<file path="src/rtl/sdio_data_tx_sequencer.sv">
// SDIO DAT-line block transmitter: start bit, payload, per-lane CRC16, end bit.
// Pulls payload bytes over valid/ready; supports 1-bit and 4-bit bus modes.
module sdio_data_tx_sequencer #(
  parameter logic [15:0] POLYNOMIAL = 16'h1021,
  parameter logic [15:0] SEED       = 16'h0000
) (
  input  logic        clk,
  input  logic        rst,
  input  logic        start,
  input  logic        abort,
  input  logic        wide,
  input  logic [10:0] block_size,
  input  logic [7:0]  data_in,
  input  logic        data_valid,
  output logic        data_ready,
  output logic [3:0]  sd_dat_out,
  output logic [3:0]  sd_dat_oe,
  output logic        busy,
  output logic        done,
  output logic        underrun
);

  typedef enum logic [2:0] {
    S_IDLE, S_WAIT, S_START, S_DATA, S_CRC, S_END
  } state_t;

  state_t      state, state_next;
  logic        wide_q;
  logic [11:0] remaining;
  logic [2:0]  bit_cnt;
  logic [3:0]  crc_cnt;
  logic [7:0]  shreg;
  logic [15:0] crc [4];
  logic        underrun_q;
  logic        done_q;
  logic        last_bit;
  logic [3:0]  lane_bits;
  logic [3:0]  crc_bits;
  logic [3:0]  lane_oe;

  always_ff @(posedge clk) begin
    if (rst) state <= S_IDLE;
    else     state <= state_next;
  end

  always_comb begin
    last_bit   = wide_q ? bit_cnt[0] : (bit_cnt == 3'd7);
    lane_bits  = wide_q ? shreg[7:4] : {3'b111, shreg[7]};
    crc_bits   = wide_q ? {crc[3][15], crc[2][15], crc[1][15], crc[0][15]}
                        : {3'b111, crc[0][15]};
    lane_oe    = wide_q ? 4'b1111 : 4'b0001;
    state_next = state;
    data_ready = 1'b0;
    sd_dat_out = '1;
    sd_dat_oe  = '0;
    unique case (state)
      S_IDLE: if (start && !abort) state_next = S_WAIT;
      S_WAIT: begin
        data_ready = 1'b1;
        if (data_valid) state_next = S_START;
      end
      S_START: begin
        sd_dat_out = ~lane_oe;
        sd_dat_oe  = lane_oe;
        state_next = S_DATA;
      end
      S_DATA: begin
        sd_dat_out = lane_bits;
        sd_dat_oe  = lane_oe;
        // remaining counts bytes still to fetch after the one being shifted
        if (last_bit) begin
          if (remaining != 12'd0) data_ready = 1'b1;
          else                    state_next = S_CRC;
        end
      end
      S_CRC: begin
        sd_dat_out = crc_bits;
        sd_dat_oe  = lane_oe;
        if (crc_cnt == 4'd15) state_next = S_END;
      end
      S_END: begin
        sd_dat_oe  = lane_oe;
        state_next = S_IDLE;
      end
      default: state_next = S_IDLE;
    endcase
    if (abort && state != S_IDLE) state_next = S_IDLE;
  end

  always_ff @(posedge clk) begin
    if (rst) begin
      wide_q     <= 1'b0;
      remaining  <= '0;
      bit_cnt    <= '0;
      crc_cnt    <= '0;
      shreg      <= '0;
      underrun_q <= 1'b0;
      done_q     <= 1'b0;
      for (int unsigned i = 0; i < 4; i++) crc[i] <= '0;
    end else begin
      done_q <= (state == S_END) && !abort;
      if (!abort) begin
        unique case (state)
          S_IDLE: if (start) begin
            wide_q     <= wide;
            remaining  <= (block_size == 11'd0) ? 12'd2048 : {1'b0, block_size};
            underrun_q <= 1'b0;
          end
          S_WAIT: if (data_valid) begin
            shreg     <= data_in;
            remaining <= remaining - 12'd1;
            bit_cnt   <= '0;
          end
          S_START: begin
            crc_cnt <= '0;
            for (int unsigned i = 0; i < 4; i++) crc[i] <= SEED;
          end
          S_DATA: begin
            for (int unsigned i = 0; i < 4; i++)
              crc[i] <= {crc[i][14:0], 1'b0} ^
                        ((lane_bits[i] ^ crc[i][15]) ? POLYNOMIAL : 16'h0000);
            if (last_bit) begin
              bit_cnt <= '0;
              if (remaining != 12'd0) begin
                remaining <= remaining - 12'd1;
                if (data_valid) begin
                  shreg <= data_in;
                end else begin
                  shreg      <= '0;
                  underrun_q <= 1'b1;
                end
              end
            end else begin
              bit_cnt <= bit_cnt + 3'd1;
              shreg   <= wide_q ? {shreg[3:0], 4'b0000} : {shreg[6:0], 1'b0};
            end
          end
          S_CRC: begin
            crc_cnt <= crc_cnt + 4'd1;
            for (int unsigned i = 0; i < 4; i++) crc[i] <= {crc[i][14:0], 1'b0};
          end
          default: ;
        endcase
      end
    end
  end

  assign busy     = (state != S_IDLE);
  assign done     = done_q;
  assign underrun = underrun_q;

endmodule
</file>
<file path="config.mk">
export PLATFORM = sky130hd
export DESIGN_NAME = sdio_data_tx_sequencer
export DESIGN_NICKNAME = d
export VERILOG_FILES = /design/src/rtl/sdio_data_tx_sequencer.sv
export SDC_FILE = /design/constraint.sdc
export NUM_CORES = 1
export LEC_CHECK = 0
export ABC_CLOCK_PERIOD_IN_PS = 3980
export CORE_MARGIN = 2
export CORE_UTILIZATION = 56
export DETAILED_ROUTE_END_ITERATION = 16
export GPL_TIMING_DRIVEN = 0
export PLACE_DENSITY = 0.77
export SYNTH_ARGS = -nofsm -noshare
export SYNTH_HDL_FRONTEND = slang
export SYNTH_SLANG_ARGS = --single-unit
export TNS_END_PERCENT = 20
</file>
<file path="constraint.sdc">
create_clock -name clk -period 3.98 [get_ports clk]
set_clock_uncertainty 0.15 [all_clocks]
set_input_delay 1.194 -clock clk [delete_from_list [all_inputs] [get_ports clk]]
set_output_delay 1.194 -clock clk [all_outputs]
set_load 0.005 [all_outputs]
</file>
# Word level (Yosys, flattened, before mapping)
# Memories as Yosys holds them, arrays and structs flattened.
# Index checks and enable logic that the tools add are counted.
[word_totals]
ff_bits = 33
ram_bits = 64
input_bits = 25
out_inout_bits = 12
n_memories = 1
[mem_list]
columns = ["memory", "words", "width", "rd", "rd_ports_with_merged_regs", "wr", "line", "text"]
rows = [
  ["crc", 4, 16, 4, 0, 4, "33", "logic [15:0] crc [4];"],
]
[op_classes]
n_addsub = 3
n_eq_ne = 16
n_mux = 66
bitwise = 22
n_reduce_logical = 21
[ops]
columns = ["cell", "n"]
rows = [
  ["$mux 16", 12],
  ["$xor 16x13->16", 4],
  ["$mux 12", 5],
  ["$mux 13", 4],
  ["$mux 8", 5],
  ["$pmux 12 s3", 1],
  ["$mux 1", 21],
  ["$mux 3", 7],
  ["$mux 4", 4],
  ["$ne 2x2->1 const B", 8],
  ["$pmux 8 s2", 1],
  ["$pmux 3 s5", 1],
  ["$or 1x1->1", 12],
  ["$pmux 4 s3", 1],
  ["$reduce_and 6->1", 2],
  ["$reduce_bool 12->1", 1],
  ["$sub 12x1->12 const B", 1],
  ["$logic_not 11->1", 1],
  ["$eq 3x3->1 const B", 3],
  ["$pmux 4 s2", 1],
  ["$eq 3x2->1 const B", 2],
  ["$pmux 3 s2", 1],
  ["$reduce_and 3->1", 2],
  ["$reduce_bool 2->1", 3],
  ["18 further kinds", 25],
]

# Logic depth before layout (Yosys ltp)
[logic_depth]
word_depth = 8
mapped_depth = 8
depth_no_buf = 6

# Worst setup path before layout
# No wires, ideal clock.
[synth_timing]
kind = "reg-to-output"
from = "register state[2]"
to = "output port sd_dat_oe[2]"
t_arrival_ns = 1.333
setup_slack_ns = 1.303
path_stages_with_launch = 7
path_buffers = 3
path_cell_list = "dfxtp_1 clkbuf_1 clkbuf_1 nand2_1 nand2_1 and2_1 buf_4"
[synth_between]
elab_chain_len = 3
word_cells_on_any_way = 6
[synth_lines]
columns = ["element", "line", "text"]
rows = [
  ["start: declaration", "27", "state_t state, state_next;"],
  ["start signal: assignment", "43", "else state <= state_next;"],
  ["$eq 3x3->1 or $eq 3x2->1 (tied branches)", "56", "unique case (state)"],
  ["$reduce_or 4->1 (no line) *", "n/a", ""],
  ["$mux 4 *", "56", ""],
  ["end: declaration", "17", "output logic [3:0] sd_dat_oe,"],
]
# Every way passes the cells marked *; elsewhere a longest branch is shown, timed or not.

# Worst setup path after layout
[layout_timing]
from = "register state[0]"
to = "output port sd_dat_out[3]"
[layout_between]
elab_chain_len = 2
word_cells_on_any_way = 4
[layout_lines]
columns = ["element", "line", "text"]
rows = [
  ["$eq 3x3->1 or $eq 3x2->1 (tied branches)", "56", ""],
  ["$pmux 4 s3 *", "56", ""],
  ["end: declaration", "16", "output logic [3:0] sd_dat_out,"],
]
# Marks and branches as above.

==> impl_metrics.xml <==
<?xml version="1.0" encoding="UTF-8"?>
<metrics>
  <group name="timing">
    <metric name="rsz_0062_raised_after_global_routing" unit="">no</metric>
    <metric name="worstMarginPinSlew" unit="ps">729</metric>
    <metric name="hold_violations_final" unit="">0</metric>
    <metric name="final-max-slew-violation-count" unit="">0</metric>
    <metric name="maxSlewHeadroom" unit="">0.514</metric>
    <metric name="setup_viol_count_final" unit="">0</metric>
    <metric name="finalCritPeriodShare" unit="">0.966</metric>
    <metric name="final_period_minus_worst_setup_slack" unit="ps">3840</metric>
    <metric name="achievable-frequency" unit="MHz">260</metric>
    <metric name="totalNegativeSetupSlack" unit="ps">0</metric>
  </group>
  <group name="critical_path">
    <metric name="critical-path-max-stage-delay" unit="ps">570</metric>
    <metric name="worstSetupPathType" unit="">flip-flop to output pin</metric>
    <metric name="timing.critical_path.to_type" unit="">output pin</metric>
    <metric name="worstPathArrival" unit="ps">2500</metric>
    <metric name="slowest_stage" unit="">clkdlybuf4s50_1</metric>
    <metric name="critical_path.startpoint_type" unit="">flip-flop</metric>
    <metric name="cp_cell_sequence" unit="">clkbuf_1 -&gt; clkbuf_1 -&gt; a21oi_1 -&gt; o21ai_0 -&gt; clkdlybuf4s50_1</metric>
    <metric name="critical_path.top_delay_family" unit="">buffers and inverters</metric>
    <metric name="cp_common_cell" unit="">clkbuf_1</metric>
    <metric name="cp_num_buf_inv" unit="">3</metric>
    <metric name="crit_fanout" unit="">10</metric>
    <metric name="worst_ep_required_time" unit="ps">2640</metric>
  </group>
  <group name="yosys">
    <metric name="ys_top_cells_by_area" unit="">edfxtp_1, dfxtp_1, nor2b_1</metric>
    <metric name="synth_edf_count" unit="">61</metric>
    <metric name="mapped_area" unit="mm²">0.00495</metric>
    <metric name="yosysMostFrequentCell" unit="">edfxtp_1</metric>
    <metric name="post_synth_num_cell_types" unit="">62</metric>
    <metric name="net_count_after_synthesis" unit="">504</metric>
    <metric name="async_reset_ff_frac" unit="">0</metric>
    <metric name="synth.avg_cell_area" unit="µm²">10.4</metric>
    <metric name="post-synth-top-area-fraction" unit="">0.370</metric>
    <metric name="synth_seq_cells" unit="">97</metric>
    <metric name="seq_area_frac_synth" unit="">0.516</metric>
    <metric name="postSynth.topFlopCell" unit="">edfxtp_1</metric>
    <metric name="netlist.top_cell.by_area" unit="">edfxtp_1</metric>
    <metric name="synth.top_cells.by_count" unit="">edfxtp_1, nor2b_1, nand2_1, dfxtp_1, a21oi_1</metric>
    <metric name="syn_inst" unit="">475</metric>
    <metric name="ys_warn_count" unit="">0</metric>
  </group>
  <group name="routing">
    <metric name="post_drt_wl_per_cell" unit="µm">17.3</metric>
    <metric name="detailedRoute.firstIterationViolations" unit="">289</metric>
    <metric name="drt_first_pass_iters" unit="">5</metric>
    <metric name="num_vias" unit="">3819</metric>
    <metric name="postRouteAntennaNets" unit="">0</metric>
    <metric name="post-route-drc-count" unit="">0</metric>
    <metric name="viasPerCell" unit="">6.02</metric>
    <metric name="wire_length_after_detailed_routing" unit="mm">11.0</metric>
  </group>
  <group name="clock_tree">
    <metric name="clk-insertion-delay-late" unit="ps">370</metric>
    <metric name="clock_sinks" unit="">97</metric>
    <metric name="cts-hold-fix-buffers" unit="">0</metric>
    <metric name="tritoncts" unit="">yes</metric>
    <metric name="cts.htree.levels" unit="">3</metric>
    <metric name="tritoncts.num_buffers" unit="">9</metric>
    <metric name="root_buffer" unit="">clkbuf_8</metric>
    <metric name="clk_pin_slew" unit="ps">100</metric>
    <metric name="cts.path.max_buffers" unit="">2</metric>
  </group>
  <group name="power">
    <metric name="peak_vdd_ir" unit="mV">0.210</metric>
    <metric name="p_per_cell_area" unit="mW/mm²">365</metric>
    <metric name="static-leakage-power" unit="nW">1.98</metric>
  </group>
  <group name="grt">
    <metric name="globalRouteOverflowTotal" unit="">0</metric>
    <metric name="maximum_number_of_pins_on_one_net_before_global_route_repair" unit="">19</metric>
    <metric name="wire_length_of_the_first_global_routing_pass" unit="mm">17.9</metric>
    <metric name="number_of_global_route_vias_before_repair" unit="">3534</metric>
    <metric name="groute.usage.overall" unit="">0.234</metric>
    <metric name="grt_antenna_before_repair" unit="">0</metric>
  </group>
  <group name="die">
    <metric name="row_count" unit="">34</metric>
    <metric name="ios" unit="">37</metric>
    <metric name="floorplan.die.height" unit="µm">98.0</metric>
    <metric name="core_area" unit="mm²">0.00864</metric>
    <metric name="fp.dieW" unit="µm">98.0</metric>
    <metric name="die_area" unit="mm²">0.00960</metric>
    <metric name="start_util" unit="">0.573</metric>
  </group>
  <group name="placement">
    <metric name="place_hpwl" unit="mm">7.75</metric>
    <metric name="numPlacedInstances" unit="">618</metric>
    <metric name="last_weighted_congestion_value_of_the_routability_driven_placer" unit="">0.927</metric>
    <metric name="port_buffers" unit="">35</metric>
  </group>
  <group name="cells_and_area">
    <metric name="final_layout_size_suffix_gt1_frac" unit="">0.0894</metric>
    <metric name="diodes" unit="">0</metric>
    <metric name="final-instance-count-excl-fill" unit="">634</metric>
    <metric name="final_nets" unit="">550</metric>
    <metric name="area.growth.synth_to_final" unit="%">13.7</metric>
  </group>
  <group name="status">
    <metric name="run_status" unit="">complete, no violations</metric>
  </group>
  <group name="hold_path">
    <metric name="tightest_hold_check_type" unit="">flip-flop to flip-flop</metric>
  </group>
  <group name="run">
    <metric name="cap_violations" unit="">0</metric>
  </group>
</metrics>
[repair_timing]
item | CTS | global route
resized for setup | 0 | 2
endpoints found under the setup margin | 0 | 2
setup buffers | 0 | 0
[registers in the layout, indices dropped and copies added (netlist names)]
signal,flops
crc,64
done,1
underrun,1
state,3
remaining,12
crc_cnt,4
wide_q,1
bit_cnt,3
shreg,8
[metal layers]
| metal | global-route usage | share of wire | vias to the layer above |
|---|---|---|---|
| met5 | 0 | 0 | - |
| met4 | 0.0983 | 0.021 | 0 |
| met3 | 0.0308 | 0.058 | 19 |
| met2 | 0.332 | 0.45 | 126 |
| met1 | 0.359 | 0.47 | 1856 |
| li1 | - | - | 1818 |
[report_power, final]
part / switching (mW) / leakage (nW) / internal [mW]
registers: 0.0299 / 0.923 / 1.11
clock network: 0.370 / 0.0897 / 0.240
logic: 0.176 / 0.972 / 0.128
[through the flow]
step | hold slack (ps) | util | power, mW | area (µm²) | setup WS, ps
after global routing | 354 | 0.651 | 2.13 | 5630 | 9.99
after CTS | 320 | 0.651 | 2.06 | 5620 | 146
after floorplan | 284 | - | 1.36 | 4950 | 1300
after global placement | 297 | 0.629 | 1.45 | 5430 | 404
after detailed placement | 305 | 0.629 | 1.46 | 5430 | 373
final | 320 | 0.651 | 2.05 | 5630 | 136
[path summary, 6_finish.rpt]
path,slack [ps],from,cells after the start,end
max,140,state[0],5,sd_dat_out[3]
min,320,bit_cnt[2],2,bit_cnt[2]
max reg2reg,1450,remaining[0],6,shreg[0]
min reg2reg,320,bit_cnt[2],2,bit_cnt[2]
[area by class of cell]
type | instances | area (µm²)
plain buffers | 37 | 188
clock buffers | 9 | 124
clock inverters | 7 | 66.3
fillers | 729 | 3010
inverters | 21 | 78.8
multi-input cells | 320 | 2130
flip-flops and latches | 97 | 2550
well taps | 108 | 135
repair buffers | 35 | 350
[worst reg2reg max path, delay by kind of cell (launching register included)]
| kind | cells | cell delay, ps |
|---|---|---|
| fa+ha+maj | 1 | 220 |
| flops | 1 | 390 |
| compound gates | 2 | 820 |
| simple gates | 1 | 550 |
| buf+inv | 1 | 80 |
| mux | 1 | 260 |
[cell families after synthesis]
logic type | synth area share
simple gates | 0.227
xor+xnor | 0.00885
fa+ha+maj | 0.0101
mux | 0.0475
buf+inv | 0.0536
compound gates | 0.138
flops | 0.516
[layout by cell type (no fill, tap or decap), types with 3 or more instances in the layout]
cell	count
or4_1	3
buf_2	5
nor4b_1	4
nand4_1	3
a21boi_0	3
buf_1	4
nor3_1	12
nand3_1	7
clkbuf_1	20
buf_4	3
a31oi_1	3
buf_6	4
ha_1	4
or3_1	8
nor4_1	14
mux2i_1	22
nand2b_1	7
nor2b_1	56
clkdlybuf4s50_1	35
edfxtp_1	61
o32ai_2	8
o21ai_0	20
clkbuf_8	9
inv_1	20
a21oi_1	27
nand2_1	39
a21o_1	3
a211oi_1	7
dfxtp_1	36
o31ai_1	3
xnor2_1	4
nor2_1	25
No activity file was read; power rests on OpenSTA's default activity.
